==> src/rtl/piso_serializer_if.sv <==
// Handshake bundle for the parallel-in / serial-out serializer.
// The slave modport is the serializer side; the master modport is the producer/consumer side.
interface piso_serializer_if #(
    parameter int N = 8
);
    logic [N-1:0] data_i;
    logic         load_valid_i;
    logic         load_ready_o;
    logic         ser_o;
    logic         ser_valid_o;
    logic         ser_ready_i;
    logic         busy_o;
    logic         done_o;

    modport slave (
        input  data_i,
        input  load_valid_i,
        output load_ready_o,
        output ser_o,
        output ser_valid_o,
        input  ser_ready_i,
        output busy_o,
        output done_o
    );

    modport master (
        output data_i,
        output load_valid_i,
        input  load_ready_o,
        input  ser_o,
        input  ser_valid_o,
        output ser_ready_i,
        input  busy_o,
        input  done_o
    );
endinterface

==> src/rtl/piso_serializer.sv <==
// N-bit parallel-in / serial-out shifter, LSB first, with valid/ready on both sides
// and a one-cycle done pulse after the last bit of each word is accepted.
module piso_serializer #(
    parameter int N = 8
) (
    input  logic                 clk_i,
    input  logic                 rst_i,
    piso_serializer_if.slave     bus
);
    localparam int CNT_W = (N > 2) ? $clog2(N) : 1;

    typedef enum logic {
        IDLE  = 1'b0,
        SHIFT = 1'b1
    } state_t;

    state_t           state_q, state_d;
    logic [N-1:0]     shreg_q, shreg_d;
    logic [CNT_W-1:0] cnt_q,   cnt_d;
    logic             done_q,  done_d;

    // State register with asynchronous reset
    always_ff @(posedge clk_i or posedge rst_i) begin
        if (rst_i) begin
            state_q <= IDLE;
            shreg_q <= '0;
            cnt_q   <= '0;
            done_q  <= 1'b0;
        end else begin
            state_q <= state_d;
            shreg_q <= shreg_d;
            cnt_q   <= cnt_d;
            done_q  <= done_d;
        end
    end

    // Next-state logic: load in IDLE, shift on each accepted bit in SHIFT
    always_comb begin
        state_d = state_q;
        shreg_d = shreg_q;
        cnt_d   = cnt_q;
        done_d  = 1'b0;
        case (state_q)
            IDLE: begin
                if (bus.load_valid_i) begin
                    shreg_d = bus.data_i;
                    cnt_d   = CNT_W'(N - 1);
                    state_d = SHIFT;
                end else begin
                    state_d = IDLE;
                end
            end
            SHIFT: begin
                if (bus.ser_ready_i) begin
                    if (cnt_q != '0) begin
                        shreg_d = {1'b0, shreg_q[N-1:1]};
                        cnt_d   = cnt_q - CNT_W'(1);
                    end else begin
                        // Last bit accepted: clear so ser_o reads 0 while idle
                        shreg_d = '0;
                        state_d = IDLE;
                        done_d  = 1'b1;
                    end
                end else begin
                    state_d = SHIFT;
                end
            end
            default: begin
                state_d = IDLE;
                shreg_d = '0;
                cnt_d   = '0;
            end
        endcase
    end

    // Handshake flags depend on state alone so neither side sees a combinational loop
    assign bus.load_ready_o = (state_q == IDLE);
    assign bus.ser_valid_o  = (state_q == SHIFT);
    assign bus.busy_o       = (state_q == SHIFT);
    assign bus.ser_o        = shreg_q[0];
    assign bus.done_o       = done_q;
endmodule

==> src/flat_wrapper.sv <==
// flat-port wrapper written by rule: the top's interface ports become plain ports
module piso_serializer_flat 
#(
    parameter int N = 8
)
  (clk_i, rst_i, bus_data_i, bus_load_valid_i, bus_load_ready_o, bus_ser_o, bus_ser_valid_o, bus_ser_ready_i, bus_busy_o, bus_done_o);
  piso_serializer_if #(.N(N)) bus_i ();
  input  logic clk_i;
  input  logic rst_i;
  input wire logic [$bits(bus_i.data_i)-1:0] bus_data_i;
  input wire logic [$bits(bus_i.load_valid_i)-1:0] bus_load_valid_i;
  output wire logic [$bits(bus_i.load_ready_o)-1:0] bus_load_ready_o;
  output wire logic [$bits(bus_i.ser_o)-1:0] bus_ser_o;
  output wire logic [$bits(bus_i.ser_valid_o)-1:0] bus_ser_valid_o;
  input wire logic [$bits(bus_i.ser_ready_i)-1:0] bus_ser_ready_i;
  output wire logic [$bits(bus_i.busy_o)-1:0] bus_busy_o;
  output wire logic [$bits(bus_i.done_o)-1:0] bus_done_o;
  assign bus_i.data_i = bus_data_i;
  assign bus_i.load_valid_i = bus_load_valid_i;
  assign bus_load_ready_o = bus_i.load_ready_o;
  assign bus_ser_o = bus_i.ser_o;
  assign bus_ser_valid_o = bus_i.ser_valid_o;
  assign bus_i.ser_ready_i = bus_ser_ready_i;
  assign bus_busy_o = bus_i.busy_o;
  assign bus_done_o = bus_i.done_o;
  piso_serializer #(.N(N)) u_core (.clk_i(clk_i), .rst_i(rst_i), .bus(bus_i));
endmodule
==> config.mk <==
export PLATFORM = sky130hd
export DESIGN_NAME = piso_serializer_flat
export DESIGN_NICKNAME = d
export VERILOG_FILES = /design/src/rtl/piso_serializer_if.sv /design/src/rtl/piso_serializer.sv /design/src/flat_wrapper.sv
export SDC_FILE = /design/constraint.sdc
export NUM_CORES = 1
export LEC_CHECK = 0
export CAP_MARGIN = 10
export CORE_UTILIZATION = 30
export CTS_BUF_LIST = sky130_fd_sc_hd__clkbuf_16
export DETAILED_ROUTE_END_ITERATION = 10
export GPL_ROUTABILITY_DRIVEN = 0
export PLACE_DENSITY = 0.67
export SYNTH_ARGS = -nofsm -noshare
export SYNTH_HDL_FRONTEND = slang
export SYNTH_SLANG_ARGS = --single-unit
export TNS_END_PERCENT = 30
==> constraint.sdc <==
create_clock -name clk_i -period 1.1 [get_ports clk_i]
set_input_delay 0.11 -clock clk_i [delete_from_list [all_inputs] [get_ports clk_i]]
set_output_delay 0.11 -clock clk_i [all_outputs]
set_load 0.02 [all_outputs]
==> out/qor.yml <==
nFillCells: 195
start_util_pct: 31.70
ys_seq_elements: 13
crit_arrival_ps: 1340
clk_pin_slew_ps: 50
crit_path_end_kind: "flop"
dpl.hpwl_um: 1063
ant_nets: 0
maxCapViolCount: 0
finalCritPeriodShare_pct: 107.3
crit_type: "flop to flop"
antenna_found_initial: 0
vias: 600
htree_levels: 1
syn-num-nets: 79
status: "finished, violations left"
die_x_um: 50.11
peakVddDrop_v: 0.001152
ioPinCount: 17
vias_per_cell: 4.724
cts_tree: "yes"
cp_data_required_time_ps: 1260
port_buffers: 16
finClkSkew_ps: 2.767
grt_setup_unrepaired: "true"
dp_slack_ps: -284.3
syn_avg_cell_area_um2: 10.68
timing.final.crit_period_ps: 1181
wl_um: 1660
fin_setup_tns_ps: -692.1
drt_iter0_markers: 6
fmax_mhz: 847.0
wl_per_cell_um: 13.07
crit_path_max_fanout: 5
syn_inst: 65
multi_input_area_um2: 392.9
p_total_mw: 3.115
rows: 17
design_area_um2: 1157
firstDrtPassIters: 4
setup_ws_ps: -80.57
synthesis.area_um2: 694.4
worstMarginPinSlew_ps: 228.0
hold_class: "input port to async pin"
drive_gt1_share_pct: 52.53
violations: "negative setup slack"
hold_buffers: 0
grt_pass1_vias: 587
yosysWarningCount: 0
drc: 0
die_y_um: 50.11
relSlewSlack_pct: 84.63
max-clock-path-buffers: 2
p_leak_nw: 0.5049
powerDensity_nw_per_um2: 2692
grt_first_pass_wirelength_um: 2539
startpoint_type: "flop"
clockRootBuffer: "clkbuf_16"
slew_violations: 0
hold_viol: 0
insertion_delay_ps: 240
grt_max_degree: 14
gr-total-overflow: 0
cts_made_buffers: 3
setup_viol: 15
synth.distinct_cells: 23
ys_seq_area_share_pct: 46.85
cts.sinks: 13
core_um2: 2191
layout.area.seq_um2: 326.6
placed_area_um2: 972.2
die_area_um2: 2511
insertedDiodeCount: 0
area_growth_pct: 66.67
fin_util_pct: 52.83
final_net_count: 114
grtUsageTotal_pct: 14.42
where the power goes:
group          internal, mW  leakage [nW]  total (mW)  switching (mW)
Combinational         0.888         0.318        1.59           0.703
Sequential            0.681         0.146       0.838           0.157
Clock                 0.484        0.0409       0.687           0.203
Total                  2.05         0.505        3.12            1.06
critical path, stage by stage (launching register included):
cell and delay, ps:
dfrtp_2 460, buf_12 150, buf_6 100, and2b_2 220
nor2_1 40, mux2i_1 120
timing repair:
item / in CTS / in global routing
setup endpoints to repair: 18 / 14
pin swaps: 9 / 3
gates resized for setup: 30 / 4
buffers inserted: 3 / 2
sequential cells by signal (all words and copies together), names as in the netlist:
signal             flops
u_core.bus.done_o      1
u_core.bus.busy_o      1
u_core.shreg_q         8
u_core.cnt_q           3
final timing paths:
path | from | to | slack [ps] | cells past startpoint
min in group clk_i | bus_data_i[7] | u_core.shreg_q[7] | 430 | 3
worst min-delay path | rst_i | u_core.cnt_q[0] | 160 | 3
worst max-delay path | u_core.bus.busy_o | u_core.cnt_q[1] | -80 | 5
max in group asynchronous | rst_i | u_core.bus.busy_o | 760 | 3
worst min register to register | u_core.shreg_q[1] | u_core.shreg_q[1] | 540 | 2
worst max register to register | u_core.bus.busy_o | u_core.cnt_q[1] | -80 | 5
kinds of logic (layout without fill, tap and decap cells):
kind of cell	after synthesis	count (layout)	share of synthesized area (%)
buffers and inverters	8	42	8.106
and+or+nand+nor	23	23	17.30
muxes	3	3	5.045
adders and majority gates	2	2	3.603
AOI/OAI and AO/OA	16	16	19.10
DFF	13	13	46.85
per-stage QoR:
step / hold slack (ps) / cells
floorplan: -13.11 / 65
global placement: 418.4 / 118
detailed placement: 421.8 / 118
CTS: 163.3 / 125
global route: 177.3 / 127
finish: 163.5 / 127
area by class of cell:
cell class	instances	area share, %
multi-input combinational	44	33.95
sequential	13	28.22
timing repair buffer	34	26.59
clock buffer	3	6.486
tap	28	3.027
inverter	4	1.297
clock inverter	1	0.4324
cells in the mapped netlist, drive strengths merged:
| cell type | n | area, um^2 |
|---|---|---|
| nand3 | 2 | 10.01 |
| and2b | 1 | 7.510 |
| a32oi | 6 | 52.55 |
| nor2 | 13 | 58.80 |
| inv | 4 | 15.01 |
| ha | 2 | 25.02 |
| mux2 | 1 | 15.01 |
| a2bb2oi | 1 | 8.760 |
| nor2b | 1 | 13.76 |
| nand2 | 4 | 17.52 |
| buf | 4 | 41.28 |
| o41ai | 1 | 16.27 |
| nand2b | 2 | 12.51 |
| mux2i | 2 | 20.02 |
| dfrtp | 13 | 325.3 |
| o21ai | 1 | 5.000 |
| a21oi | 7 | 50.04 |
cells in the final DEF, fill, tap and decap left out:
| cell type | count |
|---|---|
| o21ai_1 | 1 |
| nand2_1 | 2 |
| clkdlybuf4s50_1 | 11 |
| nor2_1 | 7 |
| nor2b_4 | 1 |
| a32oi_1 | 3 |
| ha_4 | 2 |
| inv_2 | 3 |
| buf_12 | 1 |
| a32oi_2 | 3 |
| nor2_2 | 5 |
| buf_4 | 14 |
| buf_6 | 4 |
| nand2b_1 | 1 |
| nor2_4 | 1 |
| a21oi_2 | 4 |
| mux2_4 | 1 |
| a21oi_1 | 3 |
| dlygate4sd2_1 | 2 |
| nand2_4 | 1 |
| a2bb2oi_2 | 1 |
| buf_2 | 2 |
| nand3_1 | 2 |
| nand2_2 | 1 |
| o41ai_2 | 1 |
| clkinv_2 | 1 |
| nand2b_4 | 1 |
| inv_1 | 1 |
| clkbuf_16 | 3 |
| dfrtp_1 | 12 |
| mux2i_1 | 2 |
| dfrtp_2 | 1 |
| and2b_2 | 1 |
routing by layer:
layer,global-route usage [%],part of all wire (%),up-vias
met5,0,0,-
li1,-,-,296
met3,4.938,5.6,4
met1,15.18,40,282
met4,8.571,1.9,0
met2,24.44,52,18
No activity file was read; power rests on OpenSTA's default activity.
